===== src/rtl/ama_riscv_defines.sv =====
// ---------------------------------------------------------------------------
// ama_riscv_defines
//   Shared definitions for the branch-control slice of the core:
//   - pc_sel_t    : next-PC mux select encodings
//   - br_cond_t   : branch condition codes, indexed by {funct3[2], funct3[0]}
//   - BHT_CNT_INIT: reset value of every 2-bit history counter (weakly not taken)
//   - bht_cnt_next: saturating 2-bit counter update
//   - br_resolve  : branch outcome from the condition code and compare flags
// ---------------------------------------------------------------------------
package ama_riscv_defines;

  typedef enum logic [2:0] {
    PC_SEL_INC4       = 3'd0,
    PC_SEL_ALU        = 3'd1,
    PC_SEL_BP         = 3'd2,
    PC_SEL_EX_INC4    = 3'd3,
    PC_SEL_START_ADDR = 3'd4
  } pc_sel_t;

  // Unsigned variants share these codes; the comparator is told upstream.
  typedef enum logic [1:0] {
    BR_COND_EQ = 2'b00,
    BR_COND_NE = 2'b01,
    BR_COND_LT = 2'b10,
    BR_COND_GE = 2'b11
  } br_cond_t;

  localparam logic [1:0] BHT_CNT_INIT = 2'b01;

  function automatic logic [1:0] bht_cnt_next(input logic [1:0] cnt, input logic taken);
    if (taken) return (cnt == 2'b11) ? cnt : cnt + 2'd1;
    else       return (cnt == 2'b00) ? cnt : cnt - 2'd1;
  endfunction

  function automatic logic br_resolve(input br_cond_t cond, input logic a_eq_b,
                                      input logic a_lt_b);
    case (cond)
      BR_COND_EQ: return a_eq_b;
      BR_COND_NE: return ~a_eq_b;
      BR_COND_LT: return a_lt_b;
      default:    return a_eq_b | ~a_lt_b;
    endcase
  endfunction

endpackage


===== src/rtl/ama_riscv_bht.sv =====
// ---------------------------------------------------------------------------
// ama_riscv_bht
//   Branch history table of 2-bit saturating counters.
//   Ports:
//     clk, rst           - clock, synchronous active-high reset (all entries
//                          go to BHT_CNT_INIT)
//     rd_idx / rd_cnt    - read port (combinational)
//     upd_en / upd_idx /
//     upd_taken          - update port: increment on taken, decrement on
//                          not taken, saturating at 3 and 0
//   A read hitting the entry being updated in the same cycle returns the
//   updated value (write-first bypass).
// ---------------------------------------------------------------------------
module ama_riscv_bht
  import ama_riscv_defines::*;
#(
  parameter  int ENTRIES = 16,
  localparam int IDX_W   = $clog2(ENTRIES)
) (
  input  logic             clk,
  input  logic             rst,
  input  logic [IDX_W-1:0] rd_idx,
  output logic [1:0]       rd_cnt,
  input  logic             upd_en,
  input  logic [IDX_W-1:0] upd_idx,
  input  logic             upd_taken
);

  logic [1:0] cnt_q [ENTRIES];
  logic [1:0] upd_cnt;

  assign upd_cnt = bht_cnt_next(cnt_q[upd_idx], upd_taken);

  always_ff @(posedge clk) begin
    if (rst) begin
      for (int i = 0; i < ENTRIES; i++) cnt_q[i] <= BHT_CNT_INIT;
    end else if (upd_en) begin
      cnt_q[upd_idx] <= upd_cnt;
    end
  end

  // Without the bypass a branch right behind its own resolution would see a
  // stale counter.
  assign rd_cnt = (upd_en && (upd_idx == rd_idx)) ? upd_cnt : cnt_q[rd_idx];

endmodule


===== src/rtl/ama_riscv_branch_ctrl.sv =====
// ---------------------------------------------------------------------------
// ama_riscv_branch_ctrl
//   Next-PC selection, IF stall and pipeline flush control for the 5-stage
//   core, with an optional bimodal branch predictor.
//   Configuration macro: BRANCH_PREDICT_EN
//     defined   - BHT lookup in ID, branches predicted, mispredicts repaired
//                 from EX (ALU target or EX PC+4).
//     undefined - no BHT; IF stalls on any branch/JALR in ID, taken branches
//                 redirect to the ALU target.
//   Ports:
//     clk, rst              - clock, synchronous active-high reset
//     id_branch, id_jalr    - branch / JALR currently in ID
//     id_pc                 - PC of the ID instruction (BHT index source)
//     ex_funct3             - funct3 of the EX instruction (branch condition)
//     bc_a_eq_b, bc_a_lt_b  - branch comparator flags for the EX instruction
//     pc_sel                - next-PC mux select (see pc_sel_t)
//     pc_we                 - PC write enable
//     stall_if              - IF stall
//     clear_if, clear_id    - flush of IF/ID and ID/EX registers
//     clear_stg             - post-reset per-stage clears, bit k -> stage k+1
//     pred_taken            - ID branch predicted taken
//     mispredict            - EX branch outcome differs from its prediction
// ---------------------------------------------------------------------------
module ama_riscv_branch_ctrl
  import ama_riscv_defines::*;
#(
  parameter int PC_W          = 32,
  parameter int BHT_ENTRIES   = 16,
  parameter int RST_SEQ_DEPTH = 3
) (
  input  logic                     clk,
  input  logic                     rst,
  input  logic                     id_branch,
  input  logic                     id_jalr,
  input  logic [PC_W-1:0]          id_pc,
  input  logic [2:0]               ex_funct3,
  input  logic                     bc_a_eq_b,
  input  logic                     bc_a_lt_b,
  output logic [2:0]               pc_sel,
  output logic                     pc_we,
  output logic                     stall_if,
  output logic                     clear_if,
  output logic                     clear_id,
  output logic [RST_SEQ_DEPTH-1:0] clear_stg,
  output logic                     pred_taken,
  output logic                     mispredict
);

  localparam int IDX_W = $clog2(BHT_ENTRIES);

  logic                     ex_branch;
  logic                     ex_jalr;
  logic                     ex_pred;
  logic [RST_SEQ_DEPTH-1:0] clear_stg_q;
  logic                     branch_res;
  logic                     misp_raw;
  logic                     flush;
  logic                     pred_raw;
  logic                     stall_raw;
  pc_sel_t                  pc_sel_nxt;
  logic                     unused_inputs;

  // Only the index bits of id_pc and funct3[2,0] carry meaning here.
  assign unused_inputs = ^{id_pc, ex_funct3[1]};

  assign branch_res = br_resolve(br_cond_t'({ex_funct3[2], ex_funct3[0]}),
                                 bc_a_eq_b, bc_a_lt_b);
  assign misp_raw   = ex_branch & (branch_res != ex_pred);
  assign flush      = misp_raw | ex_jalr;

  // Post-reset clear sequence: all ones in reset, then drains one bit per
  // cycle from the top so later stages are released first.
  always_ff @(posedge clk) begin
    if (rst) clear_stg_q <= '1;
    else     clear_stg_q <= clear_stg_q >> 1;
  end

  // EX-stage copies; a flush squashes whatever was in ID so a branch right
  // behind a mispredict never resolves or trains the BHT.
  always_ff @(posedge clk) begin
    if (rst || flush) begin
      ex_branch <= 1'b0;
      ex_jalr   <= 1'b0;
      ex_pred   <= 1'b0;
    end else begin
      ex_branch <= id_branch;
      ex_jalr   <= id_jalr;
      ex_pred   <= pred_raw;
    end
  end

`ifdef BRANCH_PREDICT_EN
  logic [IDX_W-1:0] id_idx;
  logic [IDX_W-1:0] ex_idx;
  logic [1:0]       rd_cnt;
  logic             unused_cnt_lsb;

  assign id_idx         = id_pc[IDX_W+1:2];
  assign unused_cnt_lsb = rd_cnt[0];

  always_ff @(posedge clk) begin
    if (rst || flush) ex_idx <= '0;
    else              ex_idx <= id_idx;
  end

  ama_riscv_bht #(
    .ENTRIES (BHT_ENTRIES)
  ) u_bht (
    .clk       (clk),
    .rst       (rst),
    .rd_idx    (id_idx),
    .rd_cnt    (rd_cnt),
    .upd_en    (ex_branch),
    .upd_idx   (ex_idx),
    .upd_taken (branch_res)
  );

  assign pred_raw  = id_branch & rd_cnt[1];
  assign stall_raw = id_jalr & ~flush;
`else
  // Without prediction every branch is treated as not taken and IF waits
  // for it to resolve.
  assign pred_raw  = 1'b0;
  assign stall_raw = (id_branch | id_jalr) & ~flush;
`endif

  always_comb begin
    pc_sel_nxt = PC_SEL_INC4;
    if (rst || clear_stg_q[0])  pc_sel_nxt = PC_SEL_START_ADDR;
    else if (misp_raw)          pc_sel_nxt = branch_res ? PC_SEL_ALU : PC_SEL_EX_INC4;
    else if (ex_jalr)           pc_sel_nxt = PC_SEL_ALU;
    else if (pred_raw)          pc_sel_nxt = PC_SEL_BP;
  end

  // Reset is applied to the outputs directly so they hold their reset values
  // during every cycle rst is high, not only after the first edge.
  assign pc_sel     = pc_sel_nxt;
  assign clear_stg  = rst ? {RST_SEQ_DEPTH{1'b1}} : clear_stg_q;
  assign pred_taken = ~rst & pred_raw;
  assign mispredict = ~rst & misp_raw;
  assign clear_if   = ~rst & flush;
  assign clear_id   = ~rst & flush;
  assign stall_if   = ~rst & stall_raw;
  assign pc_we      = ~stall_if;

endmodule

===== config.mk =====
export PLATFORM = sky130hd
export DESIGN_NAME = ama_riscv_branch_ctrl
export DESIGN_NICKNAME = d
export VERILOG_FILES = /design/src/rtl/ama_riscv_defines.sv /design/src/rtl/ama_riscv_bht.sv /design/src/rtl/ama_riscv_branch_ctrl.sv
export SDC_FILE = /design/constraint.sdc
export NUM_CORES = 1
export LEC_CHECK = 0
export CAP_MARGIN = 20
export CORE_MARGIN = 1
export CORE_UTILIZATION = 21
export CTS_CLUSTER_DIAMETER = 30
export DETAILED_ROUTE_END_ITERATION = 7
export HOLD_SLACK_MARGIN = 0.06
export PLACE_DENSITY = 0.76
export SLEW_MARGIN = 0
export SYNTH_ARGS = -nofsm -noshare
export SYNTH_HDL_FRONTEND = slang
export SYNTH_SLANG_ARGS = --single-unit

===== constraint.sdc =====
create_clock -name clk -period 2.05 [get_ports clk]
set_clock_uncertainty 0.1 [all_clocks]
set_input_delay 0.41 -clock clk [delete_from_list [all_inputs] [get_ports clk]]
set_output_delay 0.41 -clock clk [all_outputs]
set_load 0.02 [all_outputs]

==> results of run 1 <==
==> worst max-delay path, cell delays in order <==
cell and delay [ns]:
buf_2 0.13, or4_4 0.55, o221a_4 0.15, a21boi_2 0.11, buf_4 0.14
==> layer usage <==
layer,up-vias,global-route usage [%]
met5,-,0
met4,0,5.625
met3,0,3.017
met2,14,14.77
met1,162,14.25
li1,190,-
==> power breakdown <==
group,total [µW],switching (µW),internal (µW)
sequential,108,4.21,104
clock,114,40.5,73.6
combinational,100,50.8,49.2
==> sequential cells by signal, summed over array words and instances, names as in the netlist <==
signal       count
ex_jalr          1
clear_stg_q      3
ex_branch        1
==> per-stage QoR <==
stage	setup slack, ns	TNS, ns	hold WS, ns	total power, µW	instances
finish	0.04483	0	0.3225	321.8	82
global route	0.01480	0	0.3551	346.5	82
CTS	-0.01184	-0.01184	0.3265	330.0	82
detailed placement	-0.8132	-5.766	0.3156	214.2	78
global placement	-0.8081	-5.654	0.3134	212.4	78
floorplan	0.05274	0	0.3051	163.6	42
==> layout make-up <==
| class | count | share of cell area [%] |
|---|---|---|
| repair buffers | 24 | 31.57 |
| multi-input cells | 32 | 41.72 |
| inverters | 1 | 0.6623 |
| flip-flops and latches | 5 | 17.88 |
| clock buffers | 4 | 4.636 |
| well taps | 16 | 3.532 |
==> worst paths after layout <==
check	start	to	slack, ns	cells after the start
min	clear_stg_q[1]	clear_stg_q[0]	0.32	1
max	ex_funct3[2]	stall_if	0.04	5
min reg2reg	clear_stg_q[1]	clear_stg_q[0]	0.32	1
max reg2reg	ex_jalr	ex_jalr	0.61	4
==> synth_stat cells <==
| library cell | n |
|---|---|
| o21ai_1 | 1 |
| o221a_4 | 1 |
| or4_4 | 1 |
| a21o_1 | 1 |
| nand4b_1 | 1 |
| nand3b_1 | 1 |
| nand2_1 | 1 |
| a21oi_1 | 3 |
| a2111oi_0 | 1 |
| inv_1 | 1 |
| buf_4 | 3 |
| nor2_1 | 3 |
| or3b_1 | 1 |
| conb_1 | 1 |
| dfxtp_1 | 5 |
| xor2_1 | 1 |
| nor3_1 | 2 |
| a21boi_2 | 1 |
| o21ai_0 | 1 |
| nand2b_1 | 2 |
| clkbuf_1 | 1 |
| o221ai_1 | 1 |
| or2_2 | 7 |
==> cell families (layout without fill, tap and decap cells) <==
kind of cell / Yosys count / in the layout / share of synthesized area [%]
DFF: 5 / 5 / 29.31
AOI/OAI and AO/OA: 10 / 10 / 23.81
xor gates and xnor gates: 1 / 1 / 2.565
and+or+nand+nor: 19 / 19 / 34.43
other: 1 / 2 / 1.098
buffers and inverters: 5 / 29 / 8.789
==> repair_timing <==
action | CTS | global route
resized for setup | 58 | 3
pin swaps | 4 | 5
endpoints found under the setup margin | 10 | 4
==> key figures, run 1 <==
Synth
  – Synth top area cells: dfxtp_1, or2_2, buf_4
  – Synth warnings: 0
  – Avg Cell Area, Syn: 8.331 µm²
  – Area leader, netlist: dfxtp_1
  – Synth top area share: 29.30%
  – Distinct cells, synth: 23
  – Mapped Area: 341.6 µm²
  – Syn Inst Count: 41
  – Sequential area share after synthesis: 29.30%
  – #FFs+latches synth: 5

STA
  – Final setup vio count: 0
  – Final hold viol count: 0
  – Period utilization: 97.81%
  – Unrepaired setup endpoints after global routing: no
  – Crit path time final: 2.005 ns
  – Fmax: 0.4987 GHz
  – Slew Limit Fails: 0

Global routing
  – Initial antenna violation count: 0
  – Largest net degree at the start of global routing: 8
  – Vias in the first global route: 338
  – Global route overflow: 0
  – Gr usage total: 10.48%
  – First-pass GRT wire length: 1442 µm

Finish
  – Area occupied by multi-input gates: 236.5 µm²
  – Commonest non-fill, non-tap cell in the layout: buf_4
  – Most frequent cells in the layout: buf_4, or2_2, buf_2
  – Final Cell Area: 566.8 µm²
  – Nets@finish: 108
  – Ant diodes: 0
  – Share of layout cells above drive strength 1: 57.58%
  – Sequential standard cell area: 101.3 µm²
  – Area Growth Syn to Fin: 65.93%
  – Core Util, Final: 37.62%
  – Fill count: 166

Floorplan
  – Initial Utilization: 22.67%
  – Die X: 42.33 µm
  – Ports: 53
  – Chip Height: 42.33 µm
  – Die Area: 1792 µm²
  – Core ar.: 1506 µm²
  – Rows: 14

Route
  – WL final: 833 µm
  – Uppermost layer routed: met3
  – Met3 WL post-DR: 54 µm
  – Routed vias/inst: 4.463
  – First-iteration detailed-routing DRC count: 6
  – Vias: 366
  – Drt first pass iters: 4
  – Met1 WL: 371 µm
  – Final ANT Viol Nets: 0
  – WL per Instance: 10.16 µm
  – Post-route DRC: 0
  – WL met2: 406 µm

Worst setup path
  – Critical Path RT: 1.54 ns
  – Crit Path Max Fanout: 6
  – Startpoint types: input pin
  – Critical Path End Type: primary output
  – Critical path class: input pin to primary output
  – Critical Path AT: 1.50 ns

Place
  – Placer Congestion: 0.6864
  – Dpl hpwl: 650.8 µm
  – Placed Area: 563.0 µm²
  – Port-buffer cells: 17

CTS
  – Skew-Pair Late Insertion Delay: 0.24 ns
  – TritonCTS buffer count: 3
  – Max H-tree Level: 1
  – Hold Buf Count CTS: 0
  – Clock Sinks: 5
  – CTS root buf: clkbuf_4
  – CTS Buffer Depth: 2
  – Post-CTS setup buffer count: 0
  – CTS tree: done
  – CTS clk-pin slew, worst paths: 0.04 ns

Power
  – Max VDD drop: 0.3152 mV
  – Pwr dens: 567.8 nW/µm²
  – Lkg Pwr: 0.0002520 µW

Run status
  – Status: completed

Worst hold path
  – Hold Crit Class: flop to flop

Flow run
  – Max Cap Violations: 0
No activity file was read; power rests on OpenSTA's default activity.
==> run 2: changes to the inputs <==
- CAP_MARGIN: 20 -> default
- MAX_ROUTING_LAYER: default -> met4
==> key figures, run 2 (synthesis gave the netlist of run 1 again) <==
Power
  – Switching Fraction: 29.64% (was 29.65%)
  – Clock power share: 35.4% (about the same)
  – Pwr dens: 567.7 nW/µm² (was 567.8 nW/µm²)
  – Flop pwr share: 33.5% (about the same)
  – Internal power: 226.4 µW (about the same)
  – Max VDD drop: 0.3152 mV (about the same)
  – Comb pwr share: 31.1% (about the same)
  – Lkg Pwr: 0.0002520 µW (unchanged)
  – Sw Pwr: 95.38 µW (was 95.43 µW)

Worst setup path
  – Flop-to-flop setup slack: 0.61 ns (about the same)
  – Critical Path AT: 1.50 ns (about the same)
  – Crit path from: ex_funct3[2] (unchanged)
  – Worst setup endpoint: stall_if (unchanged)
  – Crit Path Max Fanout: 6 (unchanged)
  – Critical Path RT: 1.54 ns (about the same)
  – Critical Path End Type: primary output (unchanged)
  – Reg2reg end: ex_jalr (unchanged)
  – Startpoint types: input pin (unchanged)
  – RR Startpoint: ex_jalr (unchanged)
  – Worst R2R Path Depth: 4 (unchanged)
  – Critical path class: input pin to primary output (unchanged)

STA
  – Fmax: 0.4987 GHz (about the same)
  – Final setup vio count: 0 (unchanged)
  – Final worst setup slack: 0.04477 ns (was 0.04483 ns)
  – Period utilization: 97.82% (was 97.81%)
  – Final hold viol count: 0 (unchanged)
  – Slew Limit Fails: 0 (unchanged)
  – TNS Setup: 0 ns (unchanged)
  – Unrepaired setup endpoints after global routing: no (unchanged)
  – Crit path time final: 2.005 ns (about the same)

Worst hold path
  – Hold depth: 1 (unchanged)
  – Hold Crit Class: flop to flop (unchanged)

Global routing
  – Largest net degree at the start of global routing: 8 (unchanged)
  – Vias in the first global route: 334 (was 338)
  – Gr usage total: 10.77% (was 10.48%)
  – Initial antenna violation count: 0 (unchanged)
  – Global route overflow: 0 (unchanged)
  – First-pass GRT wire length: 1442 µm (unchanged)

CTS
  – CTS root buf: clkbuf_4 (unchanged)
  – Hold Buf Count CTS: 0 (unchanged)
  – CTS tree: done (unchanged)
  – CTS clk-pin slew, worst paths: 0.04 ns (about the same)
  – Clock Sinks: 5 (unchanged)
  – TritonCTS buffer count: 3 (unchanged)
  – Max H-tree Level: 1 (unchanged)
  – Skew-Pair Late Insertion Delay: 0.24 ns (about the same)
  – CTS Buffer Depth: 2 (unchanged)

Run status
  – Status: completed (unchanged)

Finish
  – Commonest non-fill, non-tap cell in the layout: buf_4 (unchanged)
  – Largest regs: clear_stg_q (3), ex_branch (1), ex_jalr (1) (unchanged)
  – Ant diodes: 0 (unchanged)
  – Nets@finish: 108 (unchanged)
  – Fill count: 166 (unchanged)
  – Largest register FFs: 3 (unchanged)
  – Area Growth Syn to Fin: 65.93% (unchanged)
  – Share of layout cells above drive strength 1: 57.58% (unchanged)
  – Most frequent cells in the layout: buf_4, or2_2, buf_2 (unchanged)
  – Largest Register: clear_stg_q (unchanged)

Route
  – First-iteration detailed-routing DRC count: 6 (unchanged)
  – Final ANT Viol Nets: 0 (unchanged)
  – WL final: 833 µm (unchanged)
  – Post-route DRC: 0 (unchanged)
  – WL per Instance: 10.16 µm (unchanged)
  – Routed vias/inst: 4.463 (unchanged)
  – Drt first pass iters: 4 (unchanged)
  – Vias: 366 (unchanged)

Flow run
  – Max Cap Violations: 0 (unchanged)

Floorplan
  – Ports: 53 (unchanged)
  – Chip Height: 42.33 µm (unchanged)
  – Die X: 42.33 µm (unchanged)
  – Core ar.: 1506 µm² (unchanged)
  – Die Area: 1792 µm² (unchanged)
  – Initial Utilization: 22.67% (unchanged)
  – Rows: 14 (unchanged)

Place
  – Dpl hpwl: 650.8 µm (unchanged)
  – Port-buffer cells: 17 (unchanged)
  – Dpl ws: -0.8132 ns (unchanged)
  – Placer Congestion: 0.6936 (was 0.6864)
==> run 2: cell counts in the layout (fill, tap and decap cells not counted) <==
No cell type changed its count.
==> run 2: final cells by class <==
class                      count  area, µm²  share of cell area (%)
inverter                       1      3.754                  0.6623
clock buffer                   4      26.28                   4.636
timing repair buffer          24      178.9                   31.57
multi-input combinational     32      236.5                   41.72
tap                           16      20.02                   3.532
sequential                     5      101.3                   17.88
==> run 2: worst max-delay path, stage by stage <==
cell      delay [ns]
buf_2           0.13
or4_4           0.55
o221a_4         0.15
a21boi_2        0.11
buf_4           0.14
==> run 2: power by group through the flow <==
stage | clock network [µW] | logic [µW] | registers (µW)
after global routing | 129 | 109 | 108
after floorplan | 0 | 55.6 | 108
after CTS | 121 | 101 | 108
final | 114 | 100 | 108
after global placement | 0 | 105 | 108
after detailed placement | 0 | 106 | 108
==> run 2: repair_timing <==
| action | 4_1_cts | 5_1_grt |
|---|---|---|
| buffers inserted | 0 | 0 |
| endpoints found under the setup margin | 10 | 4 |
| pin swaps | 4 | 5 |
| gates cloned | 0 | 0 |
| gates resized for setup | 58 | 3 |
==> run 2: worst min path at each step <==
stage / startpoint / to / slack [ns]
after floorplan: clear_stg_q[1] / clear_stg_q[0] / 0.31
after global placement: clear_stg_q[1] / clear_stg_q[0] / 0.31
after detailed placement: clear_stg_q[1] / clear_stg_q[0] / 0.32
after CTS: clear_stg_q[1] / clear_stg_q[0] / 0.33
after global routing: clear_stg_q[1] / clear_stg_q[0] / 0.36
final: clear_stg_q[1] / clear_stg_q[0] / 0.32
==> run 2: per-layer routing <==
layer | share of wire (%) | routed length [µm] | GRT usage (%)
met1 | 44 | 370 | 14.25
met2 | 49 | 407 | 14.77
met3 | 6.5 | 54 | 3.017
met4 | 0 | 0 | 5.625
met5 | 0 | 0 | -
==> run 2: through the flow <==
| step | hold slack, ns | instance area (µm²) | util [%] | std cells | power, µW |
|---|---|---|---|---|---|
| finish | 0.3225 | 566.8 | 37.62 | 82 | 321.7 |
| global route | 0.3551 | 566.8 | 37.62 | 82 | 346.5 |
| CTS | 0.3265 | 575.6 | 38.21 | 82 | 330.0 |
| detailed placement | 0.3156 | 563.0 | 37.38 | 78 | 214.2 |
| global placement | 0.3134 | 563.0 | 37.38 | 78 | 212.4 |
| floorplan | 0.3051 | 346.6 | - | 42 | 163.6 |
